<file path="src/rtl/led_chaser_multi.sv">
// LED pattern generator with four animation modes (shift-right, shift-left,
// bounce, fill-bar), stepped by an enable-gated prescaler.
module led_chaser_multi #(
  parameter int WIDTH = 8,
  parameter int DIV   = 1,
  parameter int CNT_W = 24
) (
  input  logic             clk,
  input  logic             reset,
  input  logic             en,
  input  logic [1:0]       mode,
  output logic [WIDTH-1:0] led,
  output logic             step,
  output logic             seq_done
);

  typedef enum logic {
    DIR_RIGHT = 1'b0,
    DIR_LEFT  = 1'b1
  } dir_t;

  localparam logic [WIDTH-1:0] PAT_MSB  = {1'b1, {(WIDTH-1){1'b0}}};
  localparam logic [WIDTH-1:0] PAT_LSB  = {{(WIDTH-1){1'b0}}, 1'b1};
  localparam logic [WIDTH-1:0] PAT_ONES = {WIDTH{1'b1}};
  localparam logic [CNT_W-1:0] CNT_LAST = CNT_W'(DIV - 1);

  logic [WIDTH-1:0] led_q, led_d;
  logic [1:0]       mode_q, mode_d;
  logic [CNT_W-1:0] cnt_q, cnt_d;
  dir_t             dir_q, dir_d;
  logic             step_q, step_d;
  logic             seq_done_q, seq_done_d;

  logic             tick;
  logic [WIDTH-1:0] next_pat;
  dir_t             next_dir;

  function automatic logic [WIDTH-1:0] start_pat(input logic [1:0] m);
    case (m)
      2'd1:    return PAT_LSB;
      2'd3:    return '0;
      default: return PAT_MSB;
    endcase
  endfunction

  function automatic logic is_one_hot(input logic [WIDTH-1:0] v);
    return (v != '0) && ((v & (v - PAT_LSB)) == '0);
  endfunction

  // A fill-bar value is ones from the MSB down, so its inverse is of the form 0..01..1.
  function automatic logic is_thermo(input logic [WIDTH-1:0] v);
    logic [WIDTH-1:0] inv;
    inv = ~v;
    return (inv & (inv + PAT_LSB)) == '0;
  endfunction

  always_comb begin
    tick     = en && (cnt_q == CNT_LAST);
    next_pat = led_q;
    next_dir = dir_q;
    case (mode_q)
      2'd0: begin
        if (is_one_hot(led_q)) next_pat = {led_q[0], led_q[WIDTH-1:1]};
        else                   next_pat = start_pat(2'd0);
      end
      2'd1: begin
        if (is_one_hot(led_q)) next_pat = {led_q[WIDTH-2:0], led_q[WIDTH-1]};
        else                   next_pat = start_pat(2'd1);
      end
      2'd2: begin
        if (!is_one_hot(led_q)) begin
          next_pat = start_pat(2'd2);
          next_dir = DIR_RIGHT;
        end else if (dir_q == DIR_RIGHT) begin
          next_pat = led_q >> 1;
          if (led_q == (PAT_LSB << 1)) next_dir = DIR_LEFT;
        end else begin
          next_pat = led_q << 1;
          if (led_q == (PAT_MSB >> 1)) next_dir = DIR_RIGHT;
        end
      end
      default: begin
        if (!is_thermo(led_q))      next_pat = start_pat(2'd3);
        else if (led_q == PAT_ONES) next_pat = '0;
        else                        next_pat = (led_q >> 1) | PAT_MSB;
      end
    endcase
  end

  // Reset and a mode change both restart the animation; a mode change wins over a tick.
  always_comb begin
    led_d      = led_q;
    mode_d     = mode_q;
    cnt_d      = cnt_q;
    dir_d      = dir_q;
    step_d     = 1'b0;
    seq_done_d = 1'b0;
    if (reset || (mode != mode_q)) begin
      led_d  = start_pat(mode);
      mode_d = mode;
      cnt_d  = '0;
      dir_d  = DIR_RIGHT;
    end else if (tick) begin
      led_d      = next_pat;
      dir_d      = next_dir;
      cnt_d      = '0;
      step_d     = 1'b1;
      seq_done_d = (next_pat == start_pat(mode_q));
    end else if (en) begin
      cnt_d = cnt_q + 1'b1;
    end
  end

  always_ff @(posedge clk) begin
    led_q      <= led_d;
    mode_q     <= mode_d;
    cnt_q      <= cnt_d;
    dir_q      <= dir_d;
    step_q     <= step_d;
    seq_done_q <= seq_done_d;
  end

  assign led      = led_q;
  assign step     = step_q;
  assign seq_done = seq_done_q;

endmodule

</file>
<file path="config.mk">
export PLATFORM = sky130hd
export DESIGN_NAME = led_chaser_multi
export DESIGN_NICKNAME = d
export VERILOG_FILES = /design/src/rtl/led_chaser_multi.sv
export SDC_FILE = /design/constraint.sdc
export NUM_CORES = 1
export LEC_CHECK = 0
export ABC_AREA = 1
export BUFFER_PORTS_ARGS = -buffer_cell sky130_fd_sc_hd__buf_4
export CELL_PAD_IN_SITES_DETAIL_PLACEMENT = 0
export CELL_PAD_IN_SITES_GLOBAL_PLACEMENT = 1
export CORE_MARGIN = 8
export CORE_UTILIZATION = 43
export DETAILED_ROUTE_END_ITERATION = 16
export GPL_TIMING_DRIVEN = 0
export PLACE_DENSITY = 0.8
export SLEW_MARGIN = 10
export SYNTH_ARGS = -nofsm -noshare
export SYNTH_HDL_FRONTEND = slang
export SYNTH_SLANG_ARGS = --single-unit
</file>
<file path="constraint.sdc">
create_clock -name clk -period 2.8 [get_ports clk]
set_clock_uncertainty 0.2 [all_clocks]
set_input_delay 0.42 -clock clk [delete_from_list [all_inputs] [get_ports clk]]
set_output_delay 0.42 -clock clk [all_outputs]
set_load 0.02 [all_outputs]
</file>
==> impl_metrics.tcl, run 1 <==
set metrics [dict create \
    end_kind "register" \
    fin_crit_sh 0.8881 \
    fmax_mhz 402.2 \
    antennaDiodeCount 0 \
    cts_tree "built" \
    postRouteAntennaNets 0 \
    core_um2 5075 \
    initial_core_util 0.4411 \
    synth_flop_cell "dfxtp_1" \
    slowest_stage "clkbuf_1" \
    synth_nets 335 \
    cts_setup_buffers 0 \
    drc 0 \
    holdBufCountCts 0 \
    critPathMaxStageDelay_ns 0.72 \
    period_needed_ns 2.487 \
    cp.buffers_inverters 2 \
    async_flop_share 0 \
    peakVddDrop_mv 0.2952 \
    cp_top_family "buffers and inverters" \
    syn_avg_cell_area_um2 6.824 \
    cts_resized 0 \
    htree_levels 2 \
    path_max_fanout 17 \
    startpoint "cnt_q[0]" \
    startpoint_type "register" \
    clkSinkCount 37 \
    powerDensity_nw_per_um2 495.8 \
    n_fill_cell 530 \
    holdCritPathClass "input port to register" \
    netlist.area_leader.share 0.2415 \
    dieWidth_um 88.15 \
    cts_inserted_buffers 5 \
    synth_edf_count 10 \
    rsz0062_at_grt "no" \
    dpl.hpwl_um 3972 \
    crit_arrival_ns 2.20 \
    insertion_delay_ns 0.29 \
    p_total_mw 1.258 \
    tightest_slew_ns 0.9301 \
    finalSetupTns_ns 0 \
    post_drt_via_cell_ratio 5.040 \
    gr-total-overflow 0 \
    die_h_um 88.15 \
    p_leak_nw 1.064 \
    endpoint "led[3]" \
    vias 2117 \
    yosys.area.top_type "dfxtp_1" \
    firstDrtPassIters 4 \
    maxCapViolCount 0 \
    yosysWarnings 0 \
    status "finished, final reports clean" \
    gr-usage-all-layers 0.1486 \
    relSlewSlack 0.3800 \
    rr_worst_depth 7 \
    dieArea_um2 7770 \
    drt_iter0_drc 50 \
    critPathRequiredTime_ns 2.51 \
    worstSetupPathType "register to register" \
    final_util 0.5000 \
    reg2reg_slack_ns 0.31 \
    crit_top_cell "nand4_1" \
    synth_cell_types 38 \
    io_buffers 14 \
    nets 356 \
    finalWirelength_um 5259 \
    hold_viol 0 \
    maxSlewViolCount 0 \
    grt_max_degree 18 \
    synthCells 328 \
    final-seq-area_um2 840.8 \
    area_growth_pct 13.36 \
    r2r_start "cnt_q[0]" \
    row_count 26 \
    multiInputGateArea_um2 1210 \
    rr_endpoint "led[3]" \
    antenna_found_initial 0 \
    path_clk_slew_ns 0.08 \
    ys_seq_area_frac 0.3756 \
    synthTopCellsByArea "dfxtp_1 (24%), nand2_1 (14%), edfxtp_1 (13%)" \
    io_pins 15 \
    setup_viol 0 \
    crit_cells 7 \
    clockBufferDepth 2 \
    wire_per_inst_um 12.52 \
    crit_chain "inv_1 -> ha_1 -> nand4_1 -> nor2_1 -> nand4_1 -> nand2_2 -> clkbuf_1" \
    synth_area_um2 2238 \
    ys_ff_latch 37 \
    grt_pass1_vias 2083 \
    cts_root_buf "clkbuf_8" \
    final_layout_size_suffix_gt1_frac 0.1400 \
    grt_pass1_wl_um 9183 \
    gp_congestion 0.8216 \
]
==> per-layer routing <==
layer / vias to the layer above / GRT usage / wire length, um
met1: 960 / 0.1667 / 2384
met4: 0 / 0.06144 / 80
met5: - / 0 / 0
li1: 1118 / - / -
met3: 6 / 0.03096 / 149
met2: 33 / 0.2654 / 2644
==> state kept, by name, indices dropped and copies added (netlist names) <==
name,count
cnt_q,24
led,8
mode_q,2
dir_q,1
seq_done,1
step,1
==> report_power, final <==
group	switching (mW)	internal, mW	leakage, nW
Sequential	0.0176	0.564	0.331
Combinational	0.152	0.0755	0.680
Clock	0.186	0.263	0.0528
Total	0.356	0.903	1.06
==> synth_stat cells (2+ instances only) <==
cell type  count
a21oi_2        2
inv_1         25
ha_1           2
nand3_1       18
o21ai_1        3
o211ai_1       2
inv_2         11
o21ai_0        3
nor2_2         3
clkbuf_1       2
o21a_1         2
a31oi_1        2
nor3_1        15
dfxtp_1       27
buf_2          4
a21oi_1       18
nor4_1         2
or2_1          2
nor3b_1        2
xor2_1         8
nor2_4         2
nor2_1        52
edfxtp_1      10
nand2_1       83
clkinv_1       2
nand4_1       14
==> per-stage QoR <==
step	area (um2)	hold WS, ns	instances	setup slack [ns]
floorplan	2238	0.2327	328	0.6327
global placement	2431	0.2440	412	0.2557
detailed placement	2431	0.2526	412	0.3000
CTS	2537	0.1159	420	0.3137
global route	2537	0.1164	420	0.1520
finish	2537	0.1255	420	0.3134
==> worst min-delay path by stage <==
stage,to,cells past startpoint,startpoint
6_report,mode_q[1],1,mode[1]
2_1_floorplan,cnt_q[23],2,cnt_q[23]
5_1_grt,mode_q[1],1,mode[1]
3_5_place_dp,cnt_q[23],2,cnt_q[23]
3_3_place_gp,cnt_q[23],2,cnt_q[23]
4_1_cts,mode_q[1],1,mode[1]
==> layout by cell type, fill, tap and decap left out, types with 2 or more instances in the layout <==
master / count
clkbuf_1: 3
ha_1: 2
edfxtp_1: 10
nor2_1: 52
clkinv_1: 3
a21oi_1: 18
o21ai_0: 3
a21oi_2: 2
nand3_1: 18
inv_1: 25
o21a_1: 2
or2_1: 2
nand2_1: 83
nor4_1: 2
nor3b_1: 2
xor2_1: 8
buf_2: 4
nand4_1: 14
nor2_4: 2
a31oi_1: 2
nor3_1: 15
inv_2: 11
o211ai_1: 2
nor2_2: 3
dfxtp_1: 27
buf_4: 14
o21ai_1: 3
clkbuf_8: 5
==> layout make-up <==
| type | instances | share of cell area |
|---|---|---|
| Multi-Input combinational cell | 245 | 0.4768 |
| Sequential cell | 37 | 0.3314 |
| Inverter | 39 | 0.05868 |
| Timing Repair Buffer | 14 | 0.04142 |
| Tap cell | 70 | 0.03452 |
| Clock buffer | 6 | 0.02860 |
| Buffer | 7 | 0.01529 |
| Clock inverter | 2 | 0.01331 |
==> cell families after synthesis <==
kind of cell,count (synthesis),synth area share
flip-flops,37,0.3756
buffers and inverters,46,0.08385
XOR/XNOR,8,0.03130
AO/OA/AOI/OAI,37,0.1006
AND/OR/NAND/NOR,198,0.3974
adder cells (fa/ha/maj),2,0.01118
Note: power is estimated with default switching activity, not from simulation.
==> inputs of run 2 (changes only) <==
--- a/config.mk
+++ b/config.mk
@@ -8,9 +8,9 @@
 export ABC_AREA = 1
 export BUFFER_PORTS_ARGS = -buffer_cell sky130_fd_sc_hd__buf_4
 export CELL_PAD_IN_SITES_DETAIL_PLACEMENT = 0
-export CELL_PAD_IN_SITES_GLOBAL_PLACEMENT = 1
+export CELL_PAD_IN_SITES_GLOBAL_PLACEMENT = 2
 export CORE_MARGIN = 8
-export CORE_UTILIZATION = 43
+export CORE_UTILIZATION = 34
 export DETAILED_ROUTE_END_ITERATION = 16
 export GPL_TIMING_DRIVEN = 0
 export PLACE_DENSITY = 0.8
==> run 2 against run 1 <==
  * Critical path type unchanged
  * First-iteration DRC count rose by 44%
  * Final area decreased by 0.44%
  * Flip-flop and latch count unchanged
  * Critical endpoint unchanged
  * Sequential power barely moved
  * Die area is 21% higher
==> impl_metrics.tcl, run 2 (synthesized netlist as in run 1, its figures left out) <==
set metrics [dict create \
    layout_commonest_cell "nand2_1" \
    gr-total-overflow 0 \
    clkSinkCount 37 \
    finalWirelength_um 5634 \
    row_count 29 \
    dpl.hpwl_um 4349 \
    peakVddDrop_mv 0.2118 \
    antennaDiodeCount 0 \
    postRouteAntennaNets 0 \
    drt_iter0_drc 72 \
    core_um2 6350 \
    io_buffers 14 \
    cts_setup_buffers 0 \
    slowest_stage "clkbuf_1" \
    status "finished, final reports clean" \
    path_clk_slew_ns 0.07 \
    relSlewSlack 0.3702 \
    place_area_um2 2440 \
    largest-register "cnt_q" \
    p_leak_nw 1.056 \
    fin_area_um2 2526 \
    nets 356 \
    vias 2060 \
    firstDrtPassIters 4 \
    io_pins 15 \
    fin_crit_sh 0.9064 \
    dieArea_um2 9436 \
    holdBufCountCts 0 \
    largest_reg_flops 24 \
    finalSetupTns_ns 0 \
    r2r_start "cnt_q[0]" \
    hold_viol 0 \
    cts_root_buf "clkbuf_8" \
    holdCritStartpoint "mode[1]" \
    cts_resized 0 \
    final_layout_size_suffix_gt1_frac 0.1404 \
    crit_top_cell "nand4_1" \
    powerDensity_nw_per_um2 470.0 \
    crit_chain "inv_1 -> ha_1 -> nand4_1 -> nor2_1 -> nand4_1 -> nand2_2 -> clkbuf_1" \
    cts_inserted_buffers 5 \
    post_drt_via_cell_ratio 4.836 \
    worstSetupPathType "register to register" \
    end_kind "register" \
    dieWidth_um 97.14 \
    fmax_mhz 394.0 \
    holdCritPathClass "input port to register" \
    maxSlewViolCount 0 \
    clockBufferDepth 2 \
    tightest_slew_ns 0.9447 \
    critPathMaxStageDelay_ns 0.72 \
    drc 0 \
    initial_core_util 0.3525 \
    grt_pass1_wl_um 9729 \
    path_max_fanout 17 \
    dp_slack_ns 0.1750 \
    startpoint "cnt_q[0]" \
    insertion_delay_ns 0.29 \
    mostFrequentLayoutCells "nand2_1 (83), nor2_1 (52), dfxtp_1 (27)" \
    antenna_found_initial 0 \
    fin_ws_ns 0.2621 \
    reg2reg_slack_ns 0.26 \
    period_needed_ns 2.538 \
    htree_levels 2 \
    gr-usage-all-layers 0.1224 \
    final_util 0.3978 \
    grt_pass1_vias 2083 \
    critPathRequiredTime_ns 2.50 \
    die_h_um 97.14 \
    area_growth_pct 12.86 \
    grt_max_degree 18 \
    gp_congestion 0.7651 \
    crit_arrival_ns 2.24 \
    wire_per_inst_um 13.23 \
    cts_tree "built" \
    rsz0062_at_grt "no" \
    setup_viol 0 \
    startpoint_type "register" \
    maxCapViolCount 0 \
]
## run 2: changes by cell type in the layout (fill, tap and decap cells not counted), sizes merged
cell,previous run,this run
bufinv,1,0
clkbuf,8,9
clkinv,3,2
## run 2: worst paths after layout
check / depth (start not counted) / to
max: 7 / led[3]
min: 1 / mode_q[1]
max reg2reg: 7 / led[3]
min reg2reg: 2 / cnt_q[23]
## run 2: report_power, final
group / switching (mW) / internal, mW
registers: 0.0181 / 0.564
logic: 0.154 / 0.0755
clock network: 0.180 / 0.195
total: 0.352 / 0.835
## run 2: per-stage QoR
step                instances  total power, mW  hold WS [ns]
floorplan                 328           0.7568        0.2327
global placement          419           0.8303        0.2489
detailed placement        419           0.8267        0.2488
CTS                       426            1.208        0.1203
global route              426            1.259        0.1200
finish                    426            1.187        0.1313
## run 2: final cells by class
type,count,area [um2]
plain buffers,7,38.79
flip-flops and latches,37,840.8
inverters,39,148.9
well taps,77,96.34
fillers,714,3824
multi-input cells,245,1210
repair buffers,14,105.1
clock buffers,7,86.33
## run 2: metal layers
layer  up-vias  share of wire  GRT usage
li1       1118              -          -
met1       930           0.47     0.1399
met2        10           0.50     0.2214
met3         2          0.019    0.02560
met4         0         0.0053    0.03550
met5         -              0          0
## run 2: critical path, delay by kind of cell (launching register included)
kind                     cells  cell delay (ns)
buffers and inverters        2             0.82
adder cells (fa/ha/maj)      1             0.16
AND/OR/NAND/NOR              4             0.65
flip-flops                   1             0.33
==> inputs of run 3 (changes only) <==
--- a/config.mk
+++ b/config.mk
@@ -13,6 +13,7 @@
 export CORE_UTILIZATION = 34
 export DETAILED_ROUTE_END_ITERATION = 16
 export GPL_TIMING_DRIVEN = 0
+export HOLD_SLACK_MARGIN = 0.15
 export PLACE_DENSITY = 0.8
 export SLEW_MARGIN = 10
 export SYNTH_ARGS = -nofsm -noshare
==> run 3 against run 2 <==
  * Worst setup slack worse by 0.11 ns
  * Combinational power hardly changed
  * Wire length is 0.51% lower
  * Worst hold slack better by 0.029 ns
  * Flip-flop and latch count is the same
  * Final area increased by 0.40%
  * First-iteration DRC count down 5.6%
  * Highest routed layer unchanged
  * Largest power group unchanged
==> impl_metrics.tcl, run 3 (synthesized netlist as in run 1, its figures left out) <==
set metrics [dict create \
    startpoint_type "input port" \
    core_um2 6350 \
    drc 0 \
    vias 2064 \
    end_kind "register" \
    final_util 0.3994 \
    final_layout_size_suffix_gt1_frac 0.1400 \
    dieArea_um2 9436 \
    grt_pass1_wl_um 9729 \
    final_cells 427 \
    path_clk_slew_ns 0.07 \
    row_count 29 \
    gr-usage-all-layers 0.1224 \
    dp.cells 419 \
    maxSlewViolCount 0 \
    fmax_mhz 378.0 \
    worstSetupPathType "input port to register" \
    insertion_delay_ns 0.29 \
    finalSetupTns_ns 0 \
    largest_reg_flops 24 \
    hold_viol 0 \
    gp_congestion 0.7651 \
    postRouteAntennaNets 0 \
    dpl.hpwl_um 4349 \
    io_pins 15 \
    setup_viol 0 \
    antennaDiodeCount 0 \
    status "finished, final reports clean" \
    post_drt_via_cell_ratio 4.834 \
    firstDrtPassIters 4 \
    crit_arrival_ns 2.35 \
    grt_pass1_vias 2084 \
    gr-total-overflow 0 \
    mostFrequentLayoutCells "nand2_1 (83), nor2_1 (52), dfxtp_1 (27)" \
    dieWidth_um 97.14 \
    powerDensity_nw_per_um2 468.4 \
    grt_max_degree 18 \
    htree_levels 2 \
    nets 357 \
    peakVddDrop_mv 0.2116 \
    cts_tree "built" \
    period_needed_ns 2.646 \
    area_growth_pct 13.30 \
    cts_resized 0 \
    path_max_fanout 17 \
    fin_crit_sh 0.9449 \
    holdCritPathClass "input port to register" \
    cts_root_buf "clkbuf_8" \
    clkSinkCount 37 \
    p_leak_nw 1.060 \
    critPathRequiredTime_ns 2.50 \
    n_fill_cell 712 \
    finalWirelength_um 5605 \
    antenna_found_initial 0 \
    maxCapViolCount 0 \
    initial_core_util 0.3525 \
    rsz0062_at_grt "no" \
    die_h_um 97.14 \
    clockBufferDepth 2 \
    relSlewSlack 0.3658 \
    layout_commonest_cell "nand2_1" \
    largest-register "cnt_q" \
    drt_iter0_drc 68 \
    wire_per_inst_um 13.13 \
    tightest_slew_ns 0.9513 \
    cts_inserted_buffers 5 \
    io_buffers 14 \
]
==> run 3: cell types whose count changed in the layout (fill, tap and decap cells not counted), sizes merged <==
cell,before,now
dlygate4sd3,0,1
==> run 3: report_power, final <==
group	switching, mW	internal (mW)	leakage (nW)	total [mW]
registers	0.0181	0.564	0.331	0.582
logic	0.155	0.0764	0.684	0.231
clock network	0.179	0.195	0.0443	0.375
==> run 3: worst max-delay path, cell delays in order <==
cell	delay [ns]
dlygate4sd3_1	0.54
buf_4	0.14
inv_1	0.07
nand2_1	0.08
nand3_4	0.18
inv_2	0.08
nand2_2	0.10
clkbuf_1	0.73
==> run 3: repair_timing <==
item,4_1_cts,5_1_grt
hold buffers,1,0
setup endpoints to repair,0,0
buffers inserted,0,0
hold endpoints to repair,1,0
==> run 3: metal layers <==
metal  up-vias  GRT usage  part of all wire
met1       928     0.1399              0.47
li1       1120          -                 -
met5         -          0                 0
met3         2    0.02560             0.022
met4         0    0.03550            0.0054
met2        14     0.2214              0.50
==> run 3: cell type report <==
type                    instances  area [um2]  area share
well taps                      77       96.34     0.03799
plain buffers                   7       38.79     0.01529
inverters                      39       148.9     0.05871
flip-flops and latches         37       840.8      0.3315
clock buffers                   7       86.33     0.03404
multi-input cells             245        1210      0.4771
repair buffers                 15       115.1     0.04539
==> run 3: final timing paths <==
check	startpoint	to	slack, ns	cells after the start
max	mode[1]	led[3]	0.15	8
min	mode[0]	mode_q[0]	0.16	1
min reg2reg	cnt_q[23]	cnt_q[23]	0.26	2
max reg2reg	cnt_q[0]	led[3]	0.26	7
==> run 3: metrics by stage <==
step / cell area (um2) / worst slack (ns) / power [mW] / hold WS [ns]
2_1_floorplan: 2238 / 0.6327 / 0.7568 / 0.2327
3_3_place_gp: 2440 / 0.1415 / 0.8303 / 0.2489
3_5_place_dp: 2440 / 0.1750 / 0.8267 / 0.2488
4_1_cts: 2536 / 0.1367 / 1.209 / 0.1503
5_1_grt: 2536 / 0.01321 / 1.261 / 0.1518
6_report: 2536 / 0.1543 / 1.188 / 0.1600
